==> src/rtl/bist_pkg.sv <==
// rtl/bist_pkg.sv - shared state encoding, CUT widths and output decode for the BIST sequencer
package bist_pkg;

    typedef enum logic [2:0] {
        IDLE  = 3'd0,
        INIT  = 3'd1,
        RUN   = 3'd2,
        FLUSH = 3'd3,
        CHECK = 3'd4,
        DONE  = 3'd5
    } bist_state_t;

    localparam int CUT_PI_W = 35;
    localparam int CUT_PO_W = 49;

    localparam logic [CUT_PO_W-1:0] DEFAULT_GOLDEN_SIG = '0;

    typedef struct packed {
        logic tpg_seed_load;
        logic tpg_en;
        logic misr_clr;
        logic misr_en;
        logic pi_sel;
        logic cut_rst;
        logic bistdone;
        logic bistpass;
    } bist_outs_t;

    // CHECK keeps pi_sel high so the CUT never sees the chip pins between FLUSH and DONE.
    function automatic bist_outs_t state_outs(input bist_state_t s, input logic pass);
        bist_outs_t o;
        o = '0;
        case (s)
            INIT: begin
                o.tpg_seed_load = 1'b1;
                o.misr_clr      = 1'b1;
                o.cut_rst       = 1'b1;
                o.pi_sel        = 1'b1;
            end
            RUN: begin
                o.tpg_en  = 1'b1;
                o.misr_en = 1'b1;
                o.pi_sel  = 1'b1;
            end
            FLUSH: begin
                o.misr_en = 1'b1;
                o.pi_sel  = 1'b1;
            end
            CHECK: begin
                o.pi_sel = 1'b1;
            end
            DONE: begin
                o.bistdone = 1'b1;
                o.bistpass = pass;
                o.pi_sel   = 1'b1;
            end
            default: o = '0;
        endcase
        return o;
    endfunction

endpackage

==> src/rtl/bist_pat_cnt.sv <==
// rtl/bist_pat_cnt.sv - applied-pattern counter with terminal count at NUM_PATTERNS-1
module bist_pat_cnt #(
    parameter int CNT_W        = 16,
    parameter int NUM_PATTERNS = 2000
) (
    input  logic             clk_i,
    input  logic             rst_i,
    input  logic             clr_i,
    input  logic             en_i,
    output logic [CNT_W-1:0] cnt_o,
    output logic             tc_o
);

    logic [CNT_W-1:0] cnt_q;

    always_ff @(posedge clk_i) begin
        if (rst_i || clr_i) begin
            cnt_q <= '0;
        end else if (en_i) begin
            cnt_q <= cnt_q + 1'b1;
        end
    end

    assign cnt_o = cnt_q;
    assign tc_o  = (cnt_q == CNT_W'(NUM_PATTERNS - 1));

endmodule

==> src/rtl/bist_ctrl_fsm.sv <==
// rtl/bist_ctrl_fsm.sv - BIST sequencer for TPG/MISR/PI mux; BIST_SIG_OUT_EN adds sig_captured
module bist_ctrl_fsm
    import bist_pkg::*;
#(
    parameter int               NUM_PATTERNS = 2000,
    parameter int               CNT_W        = 16,
    parameter int               SIG_W        = CUT_PO_W,
    parameter logic [SIG_W-1:0] GOLDEN_SIG   = SIG_W'(DEFAULT_GOLDEN_SIG)
) (
    input  logic             clk,
    input  logic             rst,
    input  logic             bistmode,
    input  logic [SIG_W-1:0] misr_sig,
    output logic             tpg_seed_load,
    output logic             tpg_en,
    output logic             misr_clr,
    output logic             misr_en,
    output logic             pi_sel,
    output logic             cut_rst,
    output logic [CNT_W-1:0] pat_count,
    output logic             bistdone,
    output logic             bistpass
`ifdef BIST_SIG_OUT_EN
    ,
    output logic [SIG_W-1:0] sig_captured
`endif
);

    if (NUM_PATTERNS < 1 || NUM_PATTERNS > (2 ** CNT_W) - 1) begin : g_bad_num_patterns
        $error("bist_ctrl_fsm: NUM_PATTERNS must lie in 1..2**CNT_W-1");
    end

    bist_state_t state_q, state_d;
    logic        pass_q, pass_d;
    bist_outs_t  outs_q, outs_d;
    logic        cnt_clr, cnt_en, cnt_tc;

    // Dropping bistmode anywhere before DONE aborts straight to IDLE without a verdict.
    always_comb begin
        state_d = state_q;
        case (state_q)
            IDLE:    if (bistmode) state_d = INIT;
            INIT:    state_d = bistmode ? RUN : IDLE;
            RUN: begin
                if (!bistmode)   state_d = IDLE;
                else if (cnt_tc) state_d = FLUSH;
            end
            FLUSH:   state_d = bistmode ? CHECK : IDLE;
            CHECK:   state_d = bistmode ? DONE : IDLE;
            DONE:    if (!bistmode) state_d = IDLE;
            default: state_d = IDLE;
        endcase
    end

    always_comb begin
        pass_d = pass_q;
        if (state_d == IDLE) begin
            pass_d = 1'b0;
        end else if (state_q == CHECK) begin
            pass_d = (misr_sig == GOLDEN_SIG);
        end
    end

    // Outputs are registered from the next state so they line up with the state they decode.
    assign outs_d = state_outs(state_d, pass_d);

    always_ff @(posedge clk) begin
        if (rst) begin
            state_q <= IDLE;
            pass_q  <= 1'b0;
            outs_q  <= '0;
        end else begin
            state_q <= state_d;
            pass_q  <= pass_d;
            outs_q  <= outs_d;
        end
    end

    assign cnt_clr = (state_d == IDLE) || (state_d == INIT);
    assign cnt_en  = (state_q == RUN) && (state_d != IDLE);

    bist_pat_cnt #(
        .CNT_W        (CNT_W),
        .NUM_PATTERNS (NUM_PATTERNS)
    ) u_pat_cnt (
        .clk_i (clk),
        .rst_i (rst),
        .clr_i (cnt_clr),
        .en_i  (cnt_en),
        .cnt_o (pat_count),
        .tc_o  (cnt_tc)
    );

    assign tpg_seed_load = outs_q.tpg_seed_load;
    assign tpg_en        = outs_q.tpg_en;
    assign misr_clr      = outs_q.misr_clr;
    assign misr_en       = outs_q.misr_en;
    assign pi_sel        = outs_q.pi_sel;
    assign cut_rst       = outs_q.cut_rst;
    assign bistdone      = outs_q.bistdone;
    assign bistpass      = outs_q.bistpass;

`ifdef BIST_SIG_OUT_EN
    logic [SIG_W-1:0] sig_q;

    always_ff @(posedge clk) begin
        if (rst || state_d == INIT) begin
            sig_q <= '0;
        end else if (state_q == CHECK) begin
            sig_q <= misr_sig;
        end
    end

    assign sig_captured = sig_q;
`endif

endmodule

==> config.mk <==
export PLATFORM = sky130hd
export DESIGN_NAME = bist_ctrl_fsm
export DESIGN_NICKNAME = d
export VERILOG_FILES = /design/src/rtl/bist_pkg.sv /design/src/rtl/bist_pat_cnt.sv /design/src/rtl/bist_ctrl_fsm.sv
export SDC_FILE = /design/constraint.sdc
export NUM_CORES = 1
export LEC_CHECK = 0
export CELL_PAD_IN_SITES_DETAIL_PLACEMENT = 0
export CELL_PAD_IN_SITES_GLOBAL_PLACEMENT = 1
export CORE_ASPECT_RATIO = 0.75
export CORE_UTILIZATION = 27
export CTS_BUF_LIST = sky130_fd_sc_hd__clkbuf_4 sky130_fd_sc_hd__clkbuf_8 sky130_fd_sc_hd__clkbuf_16
export CTS_CLUSTER_DIAMETER = 50
export DETAILED_ROUTE_END_ITERATION = 16
export GPL_ROUTABILITY_DRIVEN = 0
export MAX_ROUTING_LAYER = met4
export PLACE_DENSITY = 0.87
export SYNTH_ARGS = -nofsm -noshare
export SYNTH_HDL_FRONTEND = slang
export SYNTH_SLANG_ARGS = --single-unit
==> constraint.sdc <==
create_clock -name clk -period 5.09 [get_ports clk]
set_input_delay 0.509 -clock clk [delete_from_list [all_inputs] [get_ports clk]]
set_output_delay 0.509 -clock clk [all_outputs]
set_load 0.05 [all_outputs]
After elaboration in Yosys (flattened, before gate mapping)
Cells that the tools add are included.
{ "word_totals": {"word_cells": 47, "regBits": 26, "mem_bits_rw": 0, "latchBits": 0, "in_bits": 52, "output_inout_bits": 24, "mem_bits_ro": 0, "memories": 0} }
{ "classes": {"n_addsub": 1, "n_div": 0, "mux": 15, "mul": 0, "n_shift": 0, "bitwise": 1, "eq_ne": 11, "n_reduce_logical": 10, "n_lt_le_gt_ge": 0} }
{ "ops": {"columns": ["cell", "count"], "rows": [
  ["logical NOT 49 bit", 1],
  ["2-to-1 mux 3 bit", 6],
  ["case mux 3 bit (6 select lines)", 1],
  ["adder 16 x 1 -> 16 bit, second input constant", 1],
  ["== test 16 x 11 -> 1 bit, second input constant", 1],
  ["== test 3 x 2 -> 1 bit, second input constant", 4],
  ["== test 3 bit, second input constant", 4],
  ["== test 3 x 1 -> 1 bit, second input constant", 2],
  ["logical NOT 3 bit", 2],
  ["2-to-1 mux 1 bit", 6],
  ["OR reduction 5 bit", 1],
  ["2-to-1 mux 2 bit", 2],
  ["OR reduction 2 bit", 2],
  ["nonzero test 3 bit", 1],
  ["logical OR 1 bit", 2],
  ["logical AND 1 bit", 1],
  ["NOT 1 bit", 1]
]} }

Longest topological paths before layout
{ "depth": {"word_depth": 7, "ltp_mapped": 5, "mapped_depth_nobuf": 5} }

Cells and area by module
A second synthesis with hierarchy kept.
{ "unflattened": {"hier_cells": 146, "hier_area_um2": 1308.8} }
{ "modules_own_cells": {"columns": ["mod", "cells_each", "area_each_um2", "seq_area_each_um2", "instances"], "rows": [
  ["bist_pat_cnt", 90, 794.5, 320.3, 1],
  ["bist_ctrl_fsm", 56, 514.2, 200.2, 1]
]} }

Worst setup path after synthesis
No wires, ideal clock.
{ "synth_timing": {"path_kind": "register to register", "from": "register u_pat_cnt.cnt_q[0] (netlist: u_pat_cnt.cnt_o[0])", "to": "register u_pat_cnt.cnt_q[14] (netlist: u_pat_cnt.cnt_o[14])", "arrival_time_ns": 2.112, "setup_time_ns": 0.071, "synth_period_minus_slack_ns": 2.183, "slack_ns": 2.907, "stages_incl_launch_ff": 6, "path_cell_list": "dfxtp_1 ha_1 nand3_1 or4_1 or3_1 a21oi_1"} }
{ "synth_via": {"elab_chain_len": 7, "word_cells_on_any_way": 11} }
{ "synth_lines": {"columns": ["item", "line", "source"], "rows": [
  ["start: declaration", "bist_pat_cnt.sv:14", "logic [CNT_W-1:0] cnt_q;"],
  ["start signal: assignment", "bist_pat_cnt.sv:20", "cnt_q <= cnt_q + 1'b1;"],
  ["== test 16 x 11 -> 1 bit", "bist_pat_cnt.sv:25", "assign tc_o = (cnt_q == CNT_W'(NUM_PATTERNS - 1));"],
  ["2-to-1 mux 3 bit", "bist_ctrl_fsm.sv:46", "else if (cnt_tc) state_d = FLUSH;"],
  ["2-to-1 mux 3 bit", "bist_ctrl_fsm.sv:45", "if (!bistmode) state_d = IDLE;"],
  ["case mux 3 bit (6 select lines)", "bist_ctrl_fsm.sv:41", "case (state_q)"],
  ["== test 3 x 1 -> 1 bit / logical NOT 3 bit (equally long branches)", "bist_ctrl_fsm.sv:79", "assign cnt_clr = (state_d == IDLE) || (state_d == INIT);"],
  ["logical OR 1 bit", "bist_ctrl_fsm.sv:79", null],
  ["logical OR 1 bit", "bist_pat_cnt.sv:17", "if (rst_i || clr_i) begin"]
]} }
Parallel ways exist; a longest one is shown, timed or not.
A chain may end at the register's enable or synchronous reset.

Worst setup path after layout
{ "layout_timing": {"from": "input port bistmode", "to": "register u_pat_cnt.cnt_q[15] (netlist: u_pat_cnt.cnt_o[15])"} }
{ "layout_via": {"elab_chain_len": 5, "word_cells_on_any_way": 13} }
{ "layout_lines": {"columns": ["item", "line", "source"], "rows": [
  ["start: declaration", "bist_ctrl_fsm.sv:12", "input logic bistmode,"],
  ["2-to-1 mux 3 bit, or another cell as far along", "bist_ctrl_fsm.sv:50", "DONE: if (!bistmode) state_d = IDLE;"],
  ["case mux 3 bit (6 select lines) *", "bist_ctrl_fsm.sv:41", null],
  ["== test 3 x 1 -> 1 bit / logical NOT 3 bit (equally long branches)", "bist_ctrl_fsm.sv:79", null],
  ["logical OR 1 bit", "bist_ctrl_fsm.sv:79", null],
  ["logical OR 1 bit", "bist_pat_cnt.sv:17", null]
]} }
Every way passes the cells marked *; elsewhere a longest branch is shown, timed or not.

==> flow_summary_export.csv <==
group,metric,value,unit
logic_synthesis,yosysUniqueCellTypes,34,
detailed_routing,drt_iter0_drc,57,
global_routing,grtUsageTotal,0.1671,
cts,insertion_delay,270,ps
logic_synthesis,ys.flop_type,"dfxtp_1",
floorplan,die_h,60.48,µm
detailed_routing,firstDrtPassIters,4,
floorplan,boundaryPins,76,
floorplan,die-area,4837,µm²
sta,slew_viol_final,0,
detailed_routing,drt-total-wl,3565,µm
logic_synthesis,synth-edff-count,0,
place,io_buffers,75,
sta,finalHoldViolCount,0,
sta,clock.fmax,438.4,MHz
cts,htree_levels,1,
logic_synthesis,synth_nets,197,
power_and_ir_drop,leakage,0.6588,nW
cts,ctsHoldBuffers,0,
worst_setup_path,cp_data_arrival_time,2490,ps
sta,setup_viol,0,
cts,cts_buffers,3,
logic_synthesis,synth.cell_area,1231,µm²
worst_setup_path,cp-start-kind,"input pin",
place,dp_hpwl,2879,µm
layout,final_net_count,271,
cts,cts_tree,"yes",
logic_synthesis,ys_seq_elements,26,
worst_hold_path,hold_class,"register to register",
layout,post-route-util,0.4973,
global_routing,grt_pass1_vias,1194,
power_and_ir_drop,power_density,213.2,nW/µm²
floorplan,die_w,79.98,µm
floorplan,start_util,0.2929,
logic_synthesis,synthCells,144,
layout,drive_above_1_share,0.03226,
worst_setup_path,critPathCaptureType,"register",
sta,fin_crit_sh,0.4481,
sta,worst_slew_pin_slew,547.5,ps
sta,rsz0062_at_grt,"no",
detailed_routing,dr_total_vias,1309,
layout,nFillCells,406,
global_routing,overflow,0,
worst_setup_path,crit_type,"input pin to register",
sta,whs,517.2,ps
detailed_routing,drc,0,
layout,n_antenna_cell,0,
logic_synthesis,synth.avg_cell_area,8.550,µm²
power_and_ir_drop,peakVddDrop,0.1407,mV
floorplan,coreArea,4204,µm²
global_routing,grt_pass1_wl,5947,µm
cts,clkSinkCount,26,
layout,syn2layout_area_growth,69.82,%
detailed_routing,viasPerCell,4.813,
job,drv_cap,0,
cts,postCtsSetupRepairBufs,0,
worst_setup_path,cp.required,5300,ps
run_status,status,"completed",
cts,clockRootBuffer,"clkbuf_8",
global_routing,grt_max_degree,17,
cts,clock_path_buffers,2,
place,placed_area,2019,µm²
detailed_routing,routedWlPerCell,13.11,µm
floorplan,rows,20,
sta,tns,0,ps
cts,post_cts_resized,0,
detailed_routing,drtAntennaViolNets,0,
cts,clk_pin_slew,90,ps
logic_synthesis,ys_warn_count,0,
worst_setup_path,worst-path-max-fanout,8,
sta,slew_headroom,0.6350,
logic_synthesis,async_flop_share,0,
sta,fin_skew,6.328,ps
logic_synthesis,synth_seq_area_share,0.4228,
sta,fin_crit,2281,ps
layout,final_area,2091,µm²
global_routing,antenna_found_initial,0,
## routing by layer
metal | vias to the layer above | global-route usage | part of all wire
met3 | 2 | 0.04361 | 0.043
met4 | 0 | 0.02296 | 0.0036
met2 | 32 | 0.2454 | 0.44
met5 | - | - | 0
li1 | 680 | - | -
met1 | 595 | 0.2350 | 0.52
## sequential cells by signal, summed over array words and instances, names as in the netlist
name	count
pi_sel	1
state_q	3
bistdone	1
u_pat_cnt.cnt_o	16
misr_en	1
tpg_en	1
cut_rst	1
pass_q	1
bistpass	1
## power by group
group	switching, mW	internal (mW)
Combinational	0.0232	0.0434
Sequential	0.00274	0.206
Clock	0.0657	0.105
## critical path, cell delays in order
cell	delay [ps]
clkdlybuf4s50_1	620
nand4bb_4	180
or4_1	660
or3_1	390
a21oi_1	130
## cell usage after synthesis, types with 3 or more instances
| library cell | n | area (µm²) |
|---|---|---|
| dfxtp_1 | 26 | 520.5 |
| nor4_1 | 14 | 87.58 |
| nor2_1 | 12 | 45.04 |
| a21oi_1 | 10 | 50.05 |
| nand2_1 | 10 | 37.54 |
| or3_1 | 8 | 50.05 |
| o21ai_0 | 7 | 35.03 |
| nand4_1 | 6 | 37.54 |
| nor3_1 | 6 | 30.03 |
| xnor2_1 | 5 | 43.79 |
| nand3_1 | 4 | 20.02 |
| inv_1 | 3 | 11.26 |
| nor3b_1 | 3 | 22.52 |
| or4_1 | 3 | 22.52 |
| xor2_1 | 3 | 26.28 |
## cell families after synthesis
kind of cell | after synthesis | synth area share
buffers and inverters | 9 | 0.03454
muxes | 1 | 0.008130
xor gates and xnor gates | 8 | 0.05691
and+or+nand+nor | 76 | 0.3608
AOI/OAI and AO/OA | 23 | 0.1067
adders and majority gates | 1 | 0.01016
DFF | 26 | 0.4228
## placed cells by master, fill, tap and decap left out, types with 6 or more instances in the layout
master,instances
nor2_1,12
nor4_1,14
nor3_1,6
o21ai_0,7
dfxtp_1,26
clkdlybuf4s50_1,75
a21oi_1,10
or3_1,8
nand2_1,10
nand4_1,6
## final cells by class
| cell class | instances | area [µm²] | share of cell area |
|---|---|---|---|
| repair buffers | 75 | 750.7 | 0.3591 |
| multi-input cells | 109 | 668.1 | 0.3196 |
| flip-flops and latches | 26 | 520.5 | 0.2490 |
| well taps | 55 | 68.82 | 0.03291 |
| clock buffers | 3 | 41.29 | 0.01975 |
| clock inverters | 1 | 30.03 | 0.01436 |
| inverters | 3 | 11.26 | 0.005386 |
## per-stage QoR
stage,total power [mW],setup WS [ps],std cells
2_1_floorplan,0.2338,2907,144
3_5_place_dp,0.2798,2523,268
6_report,0.4458,2809,272
3_3_place_gp,0.2789,2562,268
5_1_grt,0.4625,2712,272
4_1_cts,0.4494,2804,272
## final timing paths
kind	from	depth (start not counted)	endpoint	slack [ps]
max	bistmode	5	u_pat_cnt.cnt_o[15]	2810
min	u_pat_cnt.cnt_o[15]	2	u_pat_cnt.cnt_o[15]	520
max reg2reg	state_q[1]	4	u_pat_cnt.cnt_o[15]	3030
min reg2reg	u_pat_cnt.cnt_o[15]	2	u_pat_cnt.cnt_o[15]	520
(Power assumes the default switching activity.)
==> patch 1 (same settings) <==
The option `BIST_SIG_OUT_EN` is turned on by a define.
--- a/src/rtl/bist_ctrl_fsm.sv
+++ b/src/rtl/bist_ctrl_fsm.sv
@@ -1,4 +1,6 @@
 // rtl/bist_ctrl_fsm.sv - BIST sequencer for TPG/MISR/PI mux; BIST_SIG_OUT_EN adds sig_captured
+`define BIST_SIG_OUT_EN
+
 module bist_ctrl_fsm
     import bist_pkg::*;
 #(
Function (old outputs only; new: sig_captured): kept (Yosys induction, for registers that start in step).
==> patch 1 against the unedited design <==
Synthesized area up 140%. Power grew to 3.0 times the old value. Sequential cell count up 49. Non-clock buffer count grew 51. Final area increased by 120%. Die area increased by 140%. Sequential power rose to 2.9 times the old value. Wire length rose by 140%. Setup slack better by 0.15 ns. Critical endpoint is now pat_count[4]. Critical path type is now flop to output pin. Combinational power rose by 31%. Register-to-register slack got worse by 0.02 ns. Count of clock-buffer cells in the layout grew 7. Maximum frequency rose by 6.8%.
==> patch 1: results (changes against the unedited design) <==
Final layout
  – Fillers: 1033 (was 406)
  – Layout cells sized above 1: 5.89% (was 3.23%)

Routing
  – TritonRoute pass-1 iters: 6 (was 4)
  – Number of DRC markers in iteration 0: 167 (was 57)
  – Via density: 4.73 (was 4.81)

Setup path
  – Worst Path Max Fanout: 5 (was 8)
  – Critical path arrival: 1.63 ns (was 2.49 ns)
  – Crit-path leading delay family: buffers and inverters (was simple AND/OR/NAND/NOR gates)
  – Reg2reg setup slack: 3.01 ns (was 3.03 ns)
  – Critical R2R Launch: state_q[2] (was state_q[1])
  – Slowest stage cell, crit path: clkdlybuf4s50_1 (was or4_1)
  – Worst r2r dst: bistpass (was u_pat_cnt.cnt_o[15])

Logic synthesis
  – Mapped Avg Cell Area: 8.34 sq um (was 8.55 sq um)
  – Top cells by area, synth: dfxtp_1 (50%), nand2_1 (14%), a21oi_1 (9.1%), nor4_1 (2.9%), clkbuf_1 (1.5%) (was dfxtp_1 (42%), nor4_1 (7.1%), a21oi_1 (4.1%), or3_1 (4.1%), nor2_1 (3.7%))
  – Syn_nets: 410 (was 197)
  – Most frequent cells after synthesis: nand2_1 (110), dfxtp_1 (75), a21oi_1 (54) (was dfxtp_1 (26), nor4_1 (14), nor2_1 (12))
  – Unique masters post-synth: 41 (was 34)
  – Seq/Total Area, Yosys: 50.4% (was 42.3%)

Power and ir drop
  – Lkg Pwr: 1.51 nW (was 0.659 nW)
  – VDD IR-drop max: 0.000150 V (was 0.000141 V)

Clocking
  – TritonCTS buffer count: 9 (was 3)
  – Clock Tree Root: clkbuf_16 (was clkbuf_8)
  – Reg clk slew, reported paths: 0.06 ns (was 0.09 ns)
  – Clk Latency, worst-skew pair: 0.33 ns (was 0.27 ns)

Place
  – Inst Count DP: 596 (was 268)

Global routing
  – Vias in the first global route: 2797 (was 1194)
  – Largest net degree at the start of global routing: 51 (was 17)
  – First-pass GRT wire length: 13.6 mm (was 5.95 mm)

Run status
  – Outcome: finished clean (unchanged)

STA
  – Worst Skew: 0.00355 ns (was 0.00633 ns)
patch 1: cell type report:
class / count / share of cell area, %
timing repair buffer: 126 / 27.2
inverter: 4 / 0.325
multi-input combinational: 255 / 29.3
clock inverter: 5 / 1.68
tap: 136 / 3.69
clock buffer: 10 / 5.18
sequential: 75 / 32.5
patch 1: through the flow:
stage / worst slack, ns / utilization (%) / hold slack, ns / area, sq um
5_1_grt: 2.77 / 44.0 / 0.470 / 4610
2_1_floorplan: 3.31 / - / 0.481 / 2980
3_5_place_dp: 2.70 / 41.0 / 0.447 / 4300
3_3_place_gp: 2.76 / 41.0 / 0.441 / 4300
4_1_cts: 2.93 / 44.0 / 0.455 / 4610
6_report: 2.95 / 44.0 / 0.452 / 4610
patch 1: worst max path at each step:
stage,slack [ns],startpoint,to
after floorplan,3.31,u_pat_cnt.cnt_o[7],u_pat_cnt.cnt_o[12]
after global placement,2.76,rst,u_pat_cnt.cnt_o[12]
after detailed placement,2.70,bistmode,u_pat_cnt.cnt_o[13]
after CTS,2.93,state_q[2],pass_q
after global routing,2.77,state_q[2],pass_q
final,2.95,u_pat_cnt.cnt_o[4],pat_count[4]
patch 1: cell families after synthesis:
family / synth area share [%]
simple gates: 28.8
flops: 50.4
compound gates: 12.9
buf+inv: 4.83
xor+xnor: 2.35
mux: 0.336
fa+ha+maj: 0.420
patch 1: routing by layer:
metal	GRT usage (%)	up-vias	routed length, um
met5	-	-	0
met1	21.0	1322	4120
met3	4.09	15	686
met2	23.5	102	3740
met4	6.43	0	172
li1	-	1453	-
patch 1: report_power, final:
group	switching, mW	internal, mW	total (mW)	leakage [nW]
Sequential	0.00405	0.590	0.594	0.605
Clock	0.234	0.438	0.672	0.154
Combinational	0.0405	0.0467	0.0872	0.755
==> patch 2 (config.mk and constraints unchanged) <==
Without the edit above. Encoding of `bist_state_t`: now one-hot (6 bits for 6 states).
--- a/src/rtl/bist_pkg.sv
+++ b/src/rtl/bist_pkg.sv
@@ -1,13 +1,13 @@
 // rtl/bist_pkg.sv - shared state encoding, CUT widths and output decode for the BIST sequencer
 package bist_pkg;
 
-    typedef enum logic [2:0] {
-        IDLE  = 3'd0,
-        INIT  = 3'd1,
-        RUN   = 3'd2,
-        FLUSH = 3'd3,
-        CHECK = 3'd4,
-        DONE  = 3'd5
+    typedef enum logic [5:0] {
+        IDLE  = 6'b000001,
+        INIT  = 6'b000010,
+        RUN   = 6'b000100,
+        FLUSH = 6'b001000,
+        CHECK = 6'b010000,
+        DONE  = 6'b100000
     } bist_state_t;
 
     localparam int CUT_PI_W = 35;
Formal check against the unedited RTL: no difference found for any inputs over 10 cycles, from zero or initial values and one cycle with rst high; not proved beyond that.
==> patch 2 against the unedited design <==
Synthesized area up 21%. Power up 18%. Wire length up 19%. Setup slack worse by 0.20 ns. Final area up 13%. Maximum frequency down 7.9%. Global-route usage down 0.56 points. Sequential cell count up 3. Count of clock-buffer cells in the layout up 4. Utilization down 3.3 points. Highest routed layer unchanged.
==> patch 2: results (changes against the unedited design) <==
Run status
  – Outcome: finished clean (unchanged)

Routing
  – Number of DRC markers in iteration 0: 35 (was 57)
  – TritonRoute pass-1 iters: 4 (unchanged)
  – Post-Route WL: 4.25 mm (was 3.57 mm)
  – Via density: 4.94 (was 4.81)

Setup path
  – Worst r2r dst: u_pat_cnt.cnt_o[12] (was u_pat_cnt.cnt_o[15])
  – Crit Path Class: primary input to flop (unchanged)
  – Reg2reg setup slack: 2.73 ns (was 3.03 ns)
  – Critical path arrival: 2.67 ns (was 2.49 ns)
  – Worst Path Max Fanout: 11 (was 8)
  – FF-to-FF path depth: 4 (unchanged)
  – CP Launch Point: bistmode (unchanged)
  – Critical R2R Launch: state_q[2] (was state_q[1])

Clocking
  – Clock Tree Root: clkbuf_8 (unchanged)
  – Post-CTS Setup Inserts: 0 (unchanged)
  – Reg clk slew, reported paths: 0.07 ns (was 0.09 ns)
  – Largest buffer count on any clock path: 2 (unchanged)
  – H-tree depth: 2 (was 1)
  – Clk Latency, worst-skew pair: 0.29 ns (was 0.27 ns)
  – TritonCTS buffer count: 5 (was 3)
  – Resized cells post-CTS: 0 (unchanged)

STA
  – Worst Skew: 0.00938 ns (was 0.00633 ns)
  – Final setup vio count: 0 (unchanged)
  – Relative slew slack: 40.6% (was 63.5%)
  – Post-route minimum period: 2.48 ns (was 2.28 ns)

Global routing
  – Largest net degree at the start of global routing: 25 (was 17)
  – Initial antenna violation count: 0 (unchanged)
  – Vias in the first global route: 1426 (was 1194)
  – First-pass GRT wire length: 6.84 mm (was 5.95 mm)
  – Tot GR Track Use: 16.2% (was 16.7%)

Logic synthesis
  – Unique masters post-synth: 33 (was 34)
  – Syn_nets: 224 (was 197)
  – Asr flop ratio synth: 0% (unchanged)
  – Seq/Total Area, Yosys: 39.1% (was 42.3%)
  – Top cells by area, synth: dfxtp_1 (39%), nor4_1 (6.7%), a211oi_1 (5.1%), xor2_1 (4.7%), or4_1 (4.0%) (was dfxtp_1 (42%), nor4_1 (7.1%), a21oi_1 (4.1%), or3_1 (4.1%), nor2_1 (3.7%))
  – Most frequent cells after synthesis: dfxtp_1 (29), nor4_1 (16), a211oi_1 (10) (was dfxtp_1 (26), nor4_1 (14), nor2_1 (12))
  – Synthesis Warnings: 0 (unchanged)

Final layout
  – N_diodes: 0 (unchanged)
  – Max reg flops: 16 (unchanged)
  – Layout cells sized above 1: 4.13% (was 3.23%)
  – NumNets Final: 294 (was 271)

Power and ir drop
  – VDD IR-drop max: 0.000133 V (was 0.000141 V)
  – Lkg Pwr: 0.749 nW (was 0.659 nW)

Place
  – Port bufs: 75 (unchanged)
  – Placement Setup Slack: 2.33 ns (was 2.52 ns)
  – Dpl hpwl: 3.16 mm (was 2.88 mm)

Hold path
  – Hold crit path type: flop to flop (unchanged)
-- patch 2: area by class of cell --
class	instances	area, sq um
inverter	3	11.3
fill	514	2730
clock buffer	7	96.3
sequential	29	581
clock inverter	1	5.00
timing repair buffer	75	751
tap	72	90.1
multi-input combinational	127	828
-- patch 2: worst max-delay path: stages --
cell and delay [ns]:
clkdlybuf4s50_1 0.52, nor3b_1 0.40, nand4_1 0.42, or4_1 0.60, a211oi_1 0.23
-- patch 2: where the power goes --
part,internal [mW],switching [mW]
combinational,0.0451,0.0321
clock,0.122,0.0926
sequential,0.230,0.00404
-- patch 2: layer usage --
layer	GRT usage [%]	share of wire, %	up-vias
met1	19.8	46	708
met3	5.37	4.1	6
met4	6.97	1.6	0
li1	-	-	802
met5	-	0	-
met2	24.2	48	35
-- patch 2: per-stage QoR --
step	hold WS [ns]	cell area, sq um	power (mW)	instances
after floorplan	0.547	1480	0.270	171
after global placement	0.487	2260	0.316	306
after detailed placement	0.500	2260	0.316	306
after CTS	0.516	2360	0.531	314
after global routing	0.562	2360	0.553	314
final	0.520	2360	0.526	314
-- patch 2: logic make-up (layout without fill, tap and decap cells) --
group                      count (synthesis)  count (layout)  share of synthesized area, %
xor gates and xnor gates                   9               9                          5.31
adders and majority gates                  1               1                         0.843
DFF                                       29              29                          39.1
and+or+nand+nor                           87              87                          36.0
AOI/OAI and AO/OA                         30              30                          13.7
buffers and inverters                     15              86                          5.06
-- patch 2: worst min path at each step --
| stage | from | to | slack [ns] | depth (start not counted) |
|---|---|---|---|---|
| 2_1_floorplan | state_q[2] | state_q[4] | 0.55 | 2 |
| 3_3_place_gp | u_pat_cnt.cnt_o[9] | u_pat_cnt.cnt_o[9] | 0.49 | 2 |
| 3_5_place_dp | u_pat_cnt.cnt_o[9] | u_pat_cnt.cnt_o[9] | 0.50 | 2 |
| 4_1_cts | u_pat_cnt.cnt_o[9] | u_pat_cnt.cnt_o[9] | 0.52 | 2 |
| 5_1_grt | u_pat_cnt.cnt_o[9] | u_pat_cnt.cnt_o[9] | 0.56 | 2 |
| 6_report | u_pat_cnt.cnt_o[9] | u_pat_cnt.cnt_o[9] | 0.52 | 2 |
